[config.mk]
export PLATFORM = sky130hd
export DESIGN_NAME = uart_tx_arbiter
export DESIGN_NICKNAME = d
export VERILOG_FILES = /design/src/rtl/uart_tx_arbiter.sv
export SDC_FILE = /design/constraint.sdc
export NUM_CORES = 1
export LEC_CHECK = 0
export BUFFER_PORTS_ARGS = -buffer_cell sky130_fd_sc_hd__buf_4
export CAP_MARGIN = 20
export CORE_UTILIZATION = 30
export DETAILED_ROUTE_END_ITERATION = 12
export GPL_TIMING_DRIVEN = 0
export PLACE_DENSITY = 0.54
export SYNTH_ARGS = -nofsm -noshare
export SYNTH_HDL_FRONTEND = slang
export SYNTH_SLANG_ARGS = --single-unit
[constraint.sdc]
create_clock -name clk -period 2.3 [get_ports clk]
set_clock_uncertainty 0.1 [all_clocks]
set_input_delay 0.345 -clock clk [delete_from_list [all_inputs] [get_ports clk]]
set_output_delay 0.345 -clock clk [all_outputs]
set_load 0.03 [all_outputs]
[src/rtl/uart_tx_arbiter.sv]
// -----------------------------------------------------------------------------
// uart_tx_arbiter
//
// Lets NUM_REQ byte requesters share a single UART transmitter. Requesters are
// served round-robin. A requester that sends a byte with req_last=0 locks the
// grant, so its next byte follows without interleaving. A locked requester
// that stalls in IDLE for LOCK_TIMEOUT cycles loses the lock. If the UART never
// raises tx_busy after a start pulse, the arbiter gives up after BUSY_TIMEOUT
// cycles and sets a sticky error flag.
//
// Ports
//   clk          in   1            system clock, rising edge
//   rst          in   1            asynchronous, active-high reset
//   req_valid    in   NUM_REQ      requester i has a byte available
//   req_data     in   8*NUM_REQ    byte of requester i at [8*i+7:8*i]
//   req_last     in   NUM_REQ      byte ends the requester's packet
//   req_ready    out  NUM_REQ      one-cycle pulse: byte of requester i taken
//   tx_start     out  1            one-cycle start pulse to the UART TX core
//   tx_data      out  8            byte to the UART, held until the next grant
//   tx_busy      in   1            UART TX busy flag
//   grant_valid  out  1            a requester holds the grant
//   grant_id     out  IDW          index of the current / last granted requester
//   err_timeout  out  1            sticky: tx_busy never rose after tx_start
// -----------------------------------------------------------------------------
module uart_tx_arbiter #(
    parameter  int NUM_REQ      = 4,
    parameter  int BUSY_TIMEOUT = 16,
    parameter  int LOCK_TIMEOUT = 1024,
    localparam int IDW          = (NUM_REQ > 2) ? $clog2(NUM_REQ) : 1
) (
    input  logic                 clk,
    input  logic                 rst,
    input  logic [NUM_REQ-1:0]   req_valid,
    input  logic [8*NUM_REQ-1:0] req_data,
    input  logic [NUM_REQ-1:0]   req_last,
    output logic [NUM_REQ-1:0]   req_ready,
    output logic                 tx_start,
    output logic [7:0]           tx_data,
    input  logic                 tx_busy,
    output logic                 grant_valid,
    output logic [IDW-1:0]       grant_id,
    output logic                 err_timeout
);

    localparam int BCW = $clog2(BUSY_TIMEOUT + 1);
    localparam int LCW = $clog2(LOCK_TIMEOUT + 1);
    localparam logic [BCW-1:0] BUSY_LAST = BCW'(BUSY_TIMEOUT - 1);
    localparam logic [LCW-1:0] LOCK_LAST = LCW'(LOCK_TIMEOUT - 1);

    typedef enum logic [1:0] {
        S_IDLE,
        S_LAUNCH,
        S_WAIT_BUSY,
        S_WAIT_DONE
    } state_t;

    state_t               state_q,       state_d;
    logic [IDW-1:0]       rr_ptr_q,      rr_ptr_d;      // highest-priority index
    logic                 lock_q,        lock_d;
    logic                 grant_valid_q, grant_valid_d;
    logic [IDW-1:0]       grant_id_q,    grant_id_d;
    logic [NUM_REQ-1:0]   req_ready_q,   req_ready_d;
    logic                 tx_start_q,    tx_start_d;
    logic [7:0]           tx_data_q,     tx_data_d;
    logic                 err_q,         err_d;
    logic [BCW-1:0]       busy_cnt_q,    busy_cnt_d;
    logic [LCW-1:0]       idle_cnt_q,    idle_cnt_d;

    logic                 win_found;
    logic [IDW-1:0]       win_id;

    // Index following id, wrapping at NUM_REQ (which need not be a power of 2).
    function automatic logic [IDW-1:0] next_id(input logic [IDW-1:0] id);
        return (int'(id) == NUM_REQ - 1) ? '0 : id + IDW'(1);
    endfunction

    // Arbitration: a held lock restricts eligibility to the locked requester;
    // otherwise pick the first valid requester at or after the rr pointer.
    always_comb begin
        win_found = 1'b0;
        win_id    = '0;
        if (lock_q) begin
            win_found = req_valid[grant_id_q];
            win_id    = grant_id_q;
        end else begin
            for (int i = 0; i < NUM_REQ; i++) begin
                if (!win_found && req_valid[(int'(rr_ptr_q) + i) % NUM_REQ]) begin
                    win_found = 1'b1;
                    win_id    = IDW'((int'(rr_ptr_q) + i) % NUM_REQ);
                end
            end
        end
    end

    // Next-state and output logic.
    // NOTE: every _d is given its hold value before the case statement, so no
    // path through the block leaves a signal unassigned and no latch is inferred.
    always_comb begin
        state_d       = state_q;
        rr_ptr_d      = rr_ptr_q;
        lock_d        = lock_q;
        grant_valid_d = grant_valid_q;
        grant_id_d    = grant_id_q;
        req_ready_d   = '0;
        tx_start_d    = 1'b0;
        tx_data_d     = tx_data_q;
        err_d         = err_q;
        busy_cnt_d    = busy_cnt_q;
        idle_cnt_d    = idle_cnt_q;

        case (state_q)
            S_IDLE: begin
                if (!tx_busy && win_found) begin
                    req_ready_d[win_id] = 1'b1;
                    tx_start_d          = 1'b1;
                    tx_data_d           = req_data[8*int'(win_id) +: 8];
                    grant_id_d          = win_id;
                    grant_valid_d       = 1'b1;
                    lock_d              = ~req_last[win_id];
                    idle_cnt_d          = '0;
                    state_d             = S_LAUNCH;
                end else if (lock_q && !req_valid[grant_id_q]) begin
                    // Locked requester has gone quiet: drop the lock after
                    // LOCK_TIMEOUT stalled cycles so others are not starved.
                    if (idle_cnt_q == LOCK_LAST) begin
                        lock_d        = 1'b0;
                        grant_valid_d = 1'b0;
                        rr_ptr_d      = next_id(grant_id_q);
                        idle_cnt_d    = '0;
                    end else begin
                        idle_cnt_d = idle_cnt_q + LCW'(1);
                    end
                end
            end

            S_LAUNCH: begin
                busy_cnt_d = '0;
                state_d    = S_WAIT_BUSY;
            end

            S_WAIT_BUSY: begin
                if (tx_busy) begin
                    state_d = S_WAIT_DONE;
                end else if (busy_cnt_q == BUSY_LAST) begin
                    // UART never acknowledged; abandon the byte and the packet.
                    err_d         = 1'b1;
                    lock_d        = 1'b0;
                    grant_valid_d = 1'b0;
                    rr_ptr_d      = next_id(grant_id_q);
                    state_d       = S_IDLE;
                end else begin
                    busy_cnt_d = busy_cnt_q + BCW'(1);
                end
            end

            S_WAIT_DONE: begin
                if (!tx_busy) begin
                    state_d = S_IDLE;
                    if (!lock_q) begin
                        grant_valid_d = 1'b0;
                        rr_ptr_d      = next_id(grant_id_q);
                    end
                end
            end

            default: state_d = S_IDLE;
        endcase
    end

    // NOTE: state registers use non-blocking assignments so every register
    // samples the values from before this clock edge, independent of order.
    always_ff @(posedge clk or posedge rst) begin
        if (rst) begin
            state_q       <= S_IDLE;
            rr_ptr_q      <= '0;
            lock_q        <= 1'b0;
            grant_valid_q <= 1'b0;
            grant_id_q    <= '0;
            req_ready_q   <= '0;
            tx_start_q    <= 1'b0;
            tx_data_q     <= '0;
            err_q         <= 1'b0;
            busy_cnt_q    <= '0;
            idle_cnt_q    <= '0;
        end else begin
            state_q       <= state_d;
            rr_ptr_q      <= rr_ptr_d;
            lock_q        <= lock_d;
            grant_valid_q <= grant_valid_d;
            grant_id_q    <= grant_id_d;
            req_ready_q   <= req_ready_d;
            tx_start_q    <= tx_start_d;
            tx_data_q     <= tx_data_d;
            err_q         <= err_d;
            busy_cnt_q    <= busy_cnt_d;
            idle_cnt_q    <= idle_cnt_d;
        end
    end

    assign req_ready   = req_ready_q;
    assign tx_start    = tx_start_q;
    assign tx_data     = tx_data_q;
    assign grant_valid = grant_valid_q;
    assign grant_id    = grant_id_q;
    assign err_timeout = err_q;

endmodule

==> results.txt, run 1 <==
Tcrit/Tclk final = 0.954
H-tree depth = 2
CP delay by family, top = compound AO/OA/AOI/OAI gates
Synth cell types = 44
crit-path cells = or2_2 -> a221o_1 -> o311a_1 -> buf_2 -> buf_4 -> mux2i_1 -> mux2_2 -> o21ai_0
Worst path slowest cell = dfrtp_2
final hold vios = 0
initial antenna violation count = 0
leakage = 1.37 nW
Buf+Inv Stages, Crit Path = 2
chip width = 87.0 microns
cell count after synthesis = 226
area of the core = 6870 sq um
num rows = 30
clock power share = 0.182
CP max FO = 10
Initial Util = 0.315
setup ws final = 0.106 ns
M1 GR Usage = 0.175
root buffer cell = clkbuf_8
diodes inserted = 0
sequential power share = 0.329
P_sw = 1.27 mW
# port buffers = 58
WL/cell = 12.8 microns
Post-synth ARST share = 1.00
crit path time final = 2.19 ns
number of global-route vias before repair = 1883
main flop type after synthesis = dfrtp_1
synth top area cells = dfrtp_1, mux2i_1, mux2_2
total CTS buffers = 5
GRT Overall Usage = 0.146
1st-iter DRT viols = 102
slew of the pin with the lowest slew margin = 0.798 ns
Synth Net Count = 273
DRC viols = 0
Yosys reg bits = 38
clock sinks = 38
sw frac = 0.401
Nets = 343
Critical Path Start Type = register
Max-Slew Margin vs Limit = 0.467
DP Worst Slack = -0.0871 ns
CTS Buffer Depth = 2
layout cells sized above 1 = 0.337
gpl congestion = 0.755
critical path class = register to register
Post-DRT Antenna Nets = 0
Via density = 4.83
pins over their slew limit = 0
# fillers = 698
first drt pass iteration count = 4
Worst Path Arrival = 2.32 ns
Ports = 60
fmax = 456 MHz
# hold bufs at CTS = 0
met3 GRT Util = 0.0493
Min Hold Slack = 0.100 ns
M2 GR Usage = 0.242
worst-case vdd ir drop = 0.554 mV
Avg Synthesized Cell Area = 9.58 sq um
max-cap viol count = 0
Die Y = 87.0 microns
DPL Wire Length = 3720 microns
Worst-path clk slew = 0.08 ns
final setup fails = 0
clock tree from TritonCTS = built
Yosys top cell by area = dfrtp_1
global route hottest layer = met2
Tot Pwr = 3.17 mW
Syn-to-layout area delta = 34.7%
Die Area = 7560 sq um
number of synthesized flops with an enable pin = 0
Logic pwr share = 0.489
vias = 1897
Mapped Area = 2170 sq um
Worst path max stage delay = 0.45 ns
largest net degree at the start of global routing = 39
Power Dens Cells = 1090 nW/um^2
most common cell after layout, fill and taps aside = buf_4
most frequent cells in the layout = buf_4, dfrtp_1, nand2_1
unrepaired setup endpoints after global routing = false
Crit. End Element = register
warnings from Yosys = 0
clk_lat worst skew = 0.29 ns
Final Util = 0.425
status = finished clean
gr ovfl total = 0
Internal = 1.90 mW
sequential cell area fraction in the yosys report = 0.439
Hold Path Class = primary input to asynchronous set/reset pin
final wirelength = 5020 microns
top cell type's share of synthesized area = 0.439
CP Data Required Time = 2.42 ns
global-route wire length before repair = 8590 microns
-- per-stage QoR --
stage / std cells / cell area, sq um / TNS [ns]
floorplan: 226 / 2170 / 0
global placement: 380 / 2720 / -0.0584
detailed placement: 380 / 2720 / -0.346
CTS: 388 / 2840 / -0.0766
global route: 393 / 2920 / 0
finish: 393 / 2920 / 0
-- cells in the mapped netlist, types with 2 or more instances --
cell type / number
a21oi_1: 12
o31ai_1: 2
or3_1: 3
a31oi_1: 2
nor2_1: 16
buf_2: 3
mux2_2: 11
a21o_1: 3
inv_1: 8
nand3_1: 5
clkbuf_1: 5
dfrtp_1: 38
nand4_1: 2
and3_1: 4
nor4_1: 8
nor3_1: 5
nand2b_1: 4
o21ai_0: 21
nand2_1: 26
mux2i_1: 20
xnor2_1: 2
ha_1: 4
-- metal layers --
| layer | part of all wire | wire length [microns] | up-vias |
|---|---|---|---|
| li1 | - | - | 961 |
| met1 | 0.45 | 2240 | 871 |
| met2 | 0.46 | 2320 | 59 |
| met3 | 0.075 | 378 | 6 |
| met4 | 0.014 | 69 | 0 |
| met5 | 0 | 0 | - |
-- cell families (layout without fill, tap and decap cells) --
group / after synthesis / count (layout) / share of synthesized area
flops: 38 / 38 / 0.439
mux: 32 / 32 / 0.160
fa+ha+maj: 4 / 4 / 0.0231
compound gates: 53 / 53 / 0.158
buf+inv: 18 / 89 / 0.0347
xor+xnor: 3 / 3 / 0.0121
simple gates: 78 / 78 / 0.173
-- registers in the layout, indices dropped and copies added, names as in the netlist --
name / cells
tx_data: 8
idle_cnt_q: 11
grant_valid: 1
err_timeout: 1
busy_cnt_q: 5
rr_ptr_q: 2
lock_q: 1
tx_start: 1
req_ready: 4
state_q: 2
grant_id: 2
-- final timing paths --
check	start	end	slack [ns]	cells past startpoint
max reg2reg	lock_q$_DFFE_PP0P_	tx_data[1]$_DFFE_PP0P_	0.11	8
min reg2reg	err_timeout$_DFFE_PP0P_	err_timeout$_DFFE_PP0P_	0.38	1
max in group asynchronous	rst	lock_q$_DFFE_PP0P_	1.44	2
min	rst	req_ready[0]$_DFF_PP0_	0.10	2
min in group clk	err_timeout$_DFFE_PP0P_	err_timeout$_DFFE_PP0P_	0.38	1
max	lock_q$_DFFE_PP0P_	tx_data[1]$_DFFE_PP0P_	0.11	8
-- power by group through the flow --
stage	combinational [mW]	clock (mW)	sequential (mW)
floorplan	0.872	0	1.21
global placement	1.46	0	1.05
detailed placement	1.48	0	1.06
CTS	1.48	0.596	1.05
global route	1.72	0.620	1.08
finish	1.55	0.577	1.04
-- cell type report --
| cell class | count | area, sq um | share of cell area |
|---|---|---|---|
| clock buffer | 5 | 68.8 | 0.0236 |
| inverter | 8 | 30.0 | 0.0103 |
| multi-input combinational | 170 | 1170 | 0.402 |
| clock inverter | 3 | 45.0 | 0.0154 |
| buffer | 10 | 53.8 | 0.0184 |
| timing repair buffer | 63 | 473 | 0.162 |
| sequential | 38 | 953 | 0.327 |
| tap | 96 | 120 | 0.0412 |
-- repair_timing --
item	4_1_cts	5_1_grt
resized for setup	1	12
buffers inserted	0	5
endpoints found under the setup margin	6	17
cloned	0	0
pin swaps	0	3
(Power assumes the default switching activity.)
==> run 2: changes to the inputs <==
- ABC_AREA: default -> 1
- PLACE_DENSITY: 0.54 -> 0.53
==> run 2 against run 1 <==
Net effect:
- critical path depth grew 3
- utilization shrank 2.3 points
- clock-buffer cell count grew 1
- critical path type unchanged
- flip-flop and latch count is the same
- worst setup slack gained 0.12 ns
- die area grew 16%
- fmax grew 6.0%
==> results.txt, run 2 <==
status = finished clean
slew of the pin with the lowest slew margin = 0.788 ns (-0.00974 ns)
total CTS buffers = 5 (unchanged)
Worst path max stage delay = 0.41 ns (-0.04 ns)
global-route wire length before repair = 10600 microns (+23%)
leakage = 1.68 nW (+22%)
Yosys reg bits = 38 (unchanged)
Worst path slowest cell = dfrtp_1
final hold vios = 0 (unchanged)
GRT Overall Usage = 0.154 (+0.00806)
Synth Net Count = 393 (+44%)
most common cell after layout, fill and taps aside = nand2_1
num rows = 32 (+6.7%)
placed inst area = 3080 sq um (+13%)
Final Util = 0.402 (-0.0231)
clk_lat worst skew = 0.29 ns (about the same)
CTS Buffer Depth = 2 (unchanged)
Worst Path Arrival = 2.18 ns (-0.14 ns)
multi-input logic area = 1350 sq um (+15%)
fin area = 3180 sq um (+9.1%)
Avg Synthesized Cell Area = 7.25 sq um (-24%)
Via density = 4.70 (-2.7%)
number of synthesized flops with an enable pin = 0 (unchanged)
vias = 2418 (+27%)
pins over their slew limit = 0 (unchanged)
gpl congestion = 0.801 (+6.1%)
Logic pwr share = 0.648 (+0.159)
1st-iter DRT viols = 96 (-5.9%)
gr ovfl total = 0 (unchanged)
sequential cell area fraction in the yosys report = 0.379 (-0.0602)
max-cap viol count = 0 (unchanged)
Top reg by flops = idle_cnt_q
placed cell count = 507 (+33%)
unrepaired setup endpoints after global routing = false
clock sinks = 38 (unchanged)
fmax = 483 MHz (+6.0%)
setup TNS = 0 ns (unchanged)
layout cells sized above 1 = 0.257 (-0.0800)
most frequent cells in the layout = nand2_1, buf_4, nand3_1
warnings from Yosys = 0 (unchanged)
area of the core = 7930 sq um (+15%)
Post-DRT Antenna Nets = 0 (unchanged)
DRC viols = 0 (unchanged)
Hold Path Class = primary input to asynchronous set/reset pin
WL/cell = 12.3 microns (-3.3%)
Max-Slew Margin vs Limit = 0.474 (+0.00650)
Ports = 60 (unchanged)
worst-case vdd ir drop = 0.604 mV (+9.1%)
R2R Setup Slk = 0.23 ns (+0.12 ns)
# port buffers = 59 (+1.7%)
Post-synth ARST share = 1.00 (unchanged)
Die Area = 8740 sq um (+16%)
initial antenna violation count = 0 (unchanged)
CP max FO = 10 (unchanged)
clock tree from TritonCTS = built
commonest cells in the netlist = nand2_1, nand3_1, dfrtp_1
Initial Util = 0.317 (+0.00130)
Nets = 459 (+34%)
sequential power share = 0.238 (-0.091)
Syn-to-layout area delta = 26.8%
first drt pass iteration count = 4 (unchanged)
Die Y = 93.5 microns (+7.5%)
Synth cell types = 32 (-27%)
sequential standard cell area = 951 sq um (-0.26%)
final wirelength = 6360 microns (+27%)
top cell type's share of synthesized area = 0.379 (-0.0602)
Critical Path Start Type = register
largest net degree at the start of global routing = 39 (unchanged)
crit path time final = 2.07 ns (-0.125 ns)
critical path class = register to register
crit-path cells = inv_2 -> nand2_1 -> nand3_1 -> nand2_1 -> inv_2 -> nand3_2 -> nor2_4 -> nor2_4 -> nand2_4 -> nand4_1 -> o21ai_0
DPL Wire Length = 4780 microns (+29%)
# fillers = 838 (+20%)
diodes inserted = 0 (unchanged)
Worst-path clk slew = 0.08 ns (about the same)
Internal = 2.09 mW (+10%)
number of global-route vias before repair = 2279 (+21%)
Reg2Reg Depth = 11 (+3)
cell count after synthesis = 346 (+53%)
fin cells = 515 (+31%)
Mapped Area = 2510 sq um (+16%)
max reg flops = 11 (unchanged)
final setup fails = 0 (unchanged)
Tcrit/Tclk final = 0.900 (-0.0543)
Power Dens Cells = 1350 nW/um^2 (+24%)
count leader, synth = nand2_1
sw frac = 0.512 (+0.111)
clock power share = 0.114 (-0.068)
chip width = 93.5 microns (+7.5%)
main flop type after synthesis = dfrtp_1
Yosys top cell by area = dfrtp_1
root buffer cell = clkbuf_8
Crit. End Element = register
H-tree depth = 2 (unchanged)
CP Data Required Time = 2.41 ns (about the same)
synth top area cells = dfrtp_1, nand2_1, nand3_1
P_sw = 2.19 mW (+72%)
[run 2: cell count changes after synthesis, sizes merged, moves of 8 or more]
cell   change
nand2     +94
nand3     +60
nor4       -8
mux2      -11
mux2i     -20
nor2      +15
inv       +24
[run 2: stage by stage]
stage / total power [mW] / hold slack [ns] / worst slack (ns)
floorplan: 3.06 / 0.333 / 0.479
global placement: 3.81 / 0.345 / 0.192
detailed placement: 3.82 / 0.354 / 0.160
CTS: 4.32 / 0.144 / 0.125
global route: 4.71 / 0.184 / 0.0175
finish: 4.28 / 0.103 / 0.231
[run 2: what timing repair did]
action,4_1_cts,5_1_grt
hold buffers,0,0
hold endpoints to repair,0,0
gates resized for setup,0,3
setup endpoints to repair,0,8
buffers inserted,0,0
[run 2: final timing paths]
kind / from / to
worst min-delay path: rst / idle_cnt_q[0]$_DFFE_PP0P_
min in group clk: req_data[0] / tx_data[0]$_DFFE_PP0P_
max in group asynchronous: rst / state_q[0]$_DFFE_PP0P_
worst max register to register: rr_ptr_q[0]$_DFFE_PP0P_ / idle_cnt_q[5]$_DFFE_PP0P_
worst min register to register: busy_cnt_q[3]$_DFFE_PP0P_ / busy_cnt_q[3]$_DFFE_PP0P_
worst max-delay path: rr_ptr_q[0]$_DFFE_PP0P_ / idle_cnt_q[5]$_DFFE_PP0P_
[run 2: worst max-delay path: cells and delay by family (launching register included)]
family / cells / cell delay, ns
compound gates: 1 / 0.24
simple gates: 8 / 1.00
buf+inv: 2 / 0.23
flops: 1 / 0.41
[run 2: cell type report]
cell class	count	share of cell area
Inverter	32	0.0377
Multi-Input combinational cell	266	0.424
Buffer	10	0.0307
Sequential cell	38	0.299
Clock inverter	2	0.00393
Clock buffer	6	0.0259
Tap cell	102	0.0401
Timing Repair Buffer	59	0.139
[run 2: cell families after synthesis]
logic type                 synth area share
adders and majority gates            0.0199
xor gates and xnor gates             0.0244
buffers and inverters                0.0867
AOI/OAI and AO/OA                    0.0763
DFF                                   0.379
and+or+nand+nor                       0.414
[run 2: metal layers]
| metal | track usage | vias up | part of all wire |
|---|---|---|---|
| li1 | - | 1251 | - |
| met1 | 0.217 | 1102 | 0.48 |
| met2 | 0.246 | 58 | 0.47 |
| met3 | 0.0276 | 7 | 0.041 |
| met4 | 0.0308 | 0 | 0.0076 |
| met5 | 0 | - | 0 |
[run 2: power groups by stage]
stage                     clock, mW  sequential, mW  combinational (mW)
after floorplan                   0            1.22                1.84
after global placement            0            1.03                2.78
after detailed placement          0            1.03                2.79
after CTS                     0.508            1.02                2.79
after global routing          0.534            1.05                3.13
final                         0.487            1.02                2.78
==> run 3: changes to the inputs <==
- PLACE_DENSITY: 0.53 -> 0.55
- clock period: 2.3 -> 1.9 ns (I/O delays scaled with it)
==> run 3 against run 2 <==
Net effect:
- the flow now finishes with violations (negative setup slack)
- sequential share of layout area fell by 5.7 points
- global-route usage rose by 1.6 points
- final cell count rose by 6.6%
- sequential power rose by 25%
- cell area rose by 24%
- critical path type unchanged
- power rose by 68%
- flip-flop and latch count did not move
- non-clock buffer count rose by 33
==> results.txt, run 3 (synthesized netlist as in run 2, its figures left out) <==
status = finished, violations left
violated checks = negative setup slack
Post-DRT Antenna Nets = 0 (unchanged)
reg-to-reg critical path startpoint = rr_ptr_q[0]$_DFFE_PP0P_
Top reg by flops = idle_cnt_q
DRC viols = 0 (unchanged)
Worst-path clk slew = 0.08 ns (about the same)
layout cells sized above 1 = 0.481 (+0.224)
Max-Slew Margin vs Limit = 0.445 (-0.0286)
Nets = 494 (+7.6%)
GRT Overall Usage = 0.169 (+0.0156)
Worst path slowest cell = dfrtp_2
critical path class = register to register
global-route wire length before repair = 11600 microns (+9.9%)
placed inst area = 3080 sq um (unchanged)
Power Dens Cells = 1820 nW/um^2 (+35%)
final setup fails = 26 (+26)
gr ovfl total = 0 (unchanged)
vias = 2645 (+9.4%)
first drt pass iteration count = 4 (unchanged)
WL/cell = 14.1 microns (+14%)
max reg flops = 11 (unchanged)
CP delay by family, top = simple AND/OR/NAND/NOR gates
CP Data Required Time = 1.99 ns (-0.42 ns)
final wirelength = 7720 microns (+21%)
fmax = 493 MHz (+2.1%)
chip width = 93.5 microns (unchanged)
CTS Buffer Depth = 2 (unchanged)
unrepaired setup endpoints after global routing = true
diodes inserted = 0 (unchanged)
crit-path cells = buf_8 -> nand2_2 -> nand2_4 -> nand2_2 -> nand2_4 -> nand3_4 -> nor2_4 -> nor2_4 -> buf_6 -> buf_12 -> nand3_4 -> nand3_2 -> nand3_2 -> nand2_1
leakage = 1.98 nW (+18%)
num rows = 32 (unchanged)
clk_lat worst skew = 0.29 ns (about the same)
setup TNS = -1.56 ns (-1.56 ns)
R2R Setup Slk = -0.13 ns (-0.36 ns)
Reg2Reg Depth = 14 (+3)
setup ws final = -0.127 ns (-0.358 ns)
total CTS buffers = 5 (unchanged)
root buffer cell = clkbuf_8
# port buffers = 59 (unchanged)
Via density = 4.82 (+2.6%)
gpl congestion = 0.796 (-0.71%)
largest net degree at the start of global routing = 39 (unchanged)
Tcrit/Tclk final = 1.07 (+0.167)
Critical Path Start Type = register
final hold vios = 0 (unchanged)
fin cells = 549 (+6.6%)
most frequent cells in the layout = nand2_1, buf_4, nand3_1, dfrtp_1, nand3_2
Die Y = 93.5 microns (unchanged)
Hold Path Class = primary input to asynchronous set/reset pin
CP max FO = 7 (-3)
Initial Util = 0.317 (unchanged)
most common cell after layout, fill and taps aside = nand2_1
placed cell count = 507 (unchanged)
DPL Wire Length = 4890 microns (+2.3%)
worst-case vdd ir drop = 0.824 mV (+37%)
crit path time final = 2.03 ns (-0.0420 ns)
Min Hold Slack = 0.0630 ns (-0.0403 ns)
max-cap viol count = 0 (unchanged)
slew of the pin with the lowest slew margin = 0.831 ns (+0.0429 ns)
Ports = 60 (unchanged)
fin area = 3940 sq um (+24%)
Crit. End Element = register
Worst Path Arrival = 2.12 ns (-0.06 ns)
Final Util = 0.497 (+0.0958)
Syn-to-layout area delta = 57.1%
area of the core = 7930 sq um (unchanged)
Buf+Inv Stages, Crit Path = 3 (+1)
H-tree depth = 2 (unchanged)
r2r endpoint = tx_data[7]$_DFFE_PP0P_
Die Area = 8740 sq um (unchanged)
clock tree from TritonCTS = built
number of global-route vias before repair = 2497 (+9.6%)
pins over their slew limit = 0 (unchanged)
clock sinks = 38 (unchanged)
Worst path max stage delay = 0.46 ns (+0.05 ns)
initial antenna violation count = 0 (unchanged)
1st-iter DRT viols = 146 (+52%)
[run 3: cell count changes in the layout (fill, tap and decap cells not counted), moves of 9 or more]
cell,previous run,this run
nor2_1,24,15
nand3_2,9,25
nand2_4,1,12
nand2_2,5,21
buf_6,4,16
nand3_1,56,35
buf_4,62,79
nand2_1,114,87
[run 3: worst max-delay path by stage]
stage | from | end | cells after the start
floorplan | busy_cnt_q[0]$_DFFE_PP0P_ | busy_cnt_q[3]$_DFFE_PP0P_ | 11
global placement | busy_cnt_q[0]$_DFFE_PP0P_ | busy_cnt_q[3]$_DFFE_PP0P_ | 11
detailed placement | busy_cnt_q[0]$_DFFE_PP0P_ | busy_cnt_q[3]$_DFFE_PP0P_ | 11
CTS | rr_ptr_q[0]$_DFFE_PP0P_ | tx_data[7]$_DFFE_PP0P_ | 13
global route | rr_ptr_q[0]$_DFFE_PP0P_ | tx_data[4]$_DFFE_PP0P_ | 15
finish | rr_ptr_q[0]$_DFFE_PP0P_ | tx_data[7]$_DFFE_PP0P_ | 14
[run 3: metal layers]
layer  GRT usage  wire length (microns)  vias up
met2       0.290                   3970       50
met3      0.0309                    215       11
met1       0.216                   3410     1258
met4      0.0487                    128        0
met5           0                      0        -
li1            -                      -     1326
[run 3: report_power, final]
group	switching (mW)	internal, mW
logic	2.99	2.21
clock network	0.293	0.421
registers	0.218	1.05
[run 3: per-stage QoR]
step                      total power [mW]  setup WS, ns
final                                 7.18        -0.127
after global routing                  7.67        -0.256
after CTS                             5.98       -0.0863
after detailed placement              4.60        -0.224
after global placement                4.56        -0.171
after floorplan                       3.70        0.0788
[run 3: area by class of cell]
| class | count | area [sq um] |
|---|---|---|
| timing repair inverter | 1 | 7.51 |
| multi-input combinational | 267 | 1710 |
| fill | 773 | 3990 |
| timing repair buffer | 92 | 764 |
| clock inverter | 1 | 30.0 |
| buffer | 10 | 129 |
| tap | 102 | 128 |
| inverter | 32 | 133 |
| clock buffer | 6 | 82.6 |
| sequential | 38 | 955 |
[run 3: timing repair]
action,CTS,global route
setup buffers,14,14
gates cloned,3,4
pin swaps,6,48
endpoints found under the setup margin,31,34
hold buffers,0,0
hold endpoints to repair,0,0
gates resized for setup,36,99
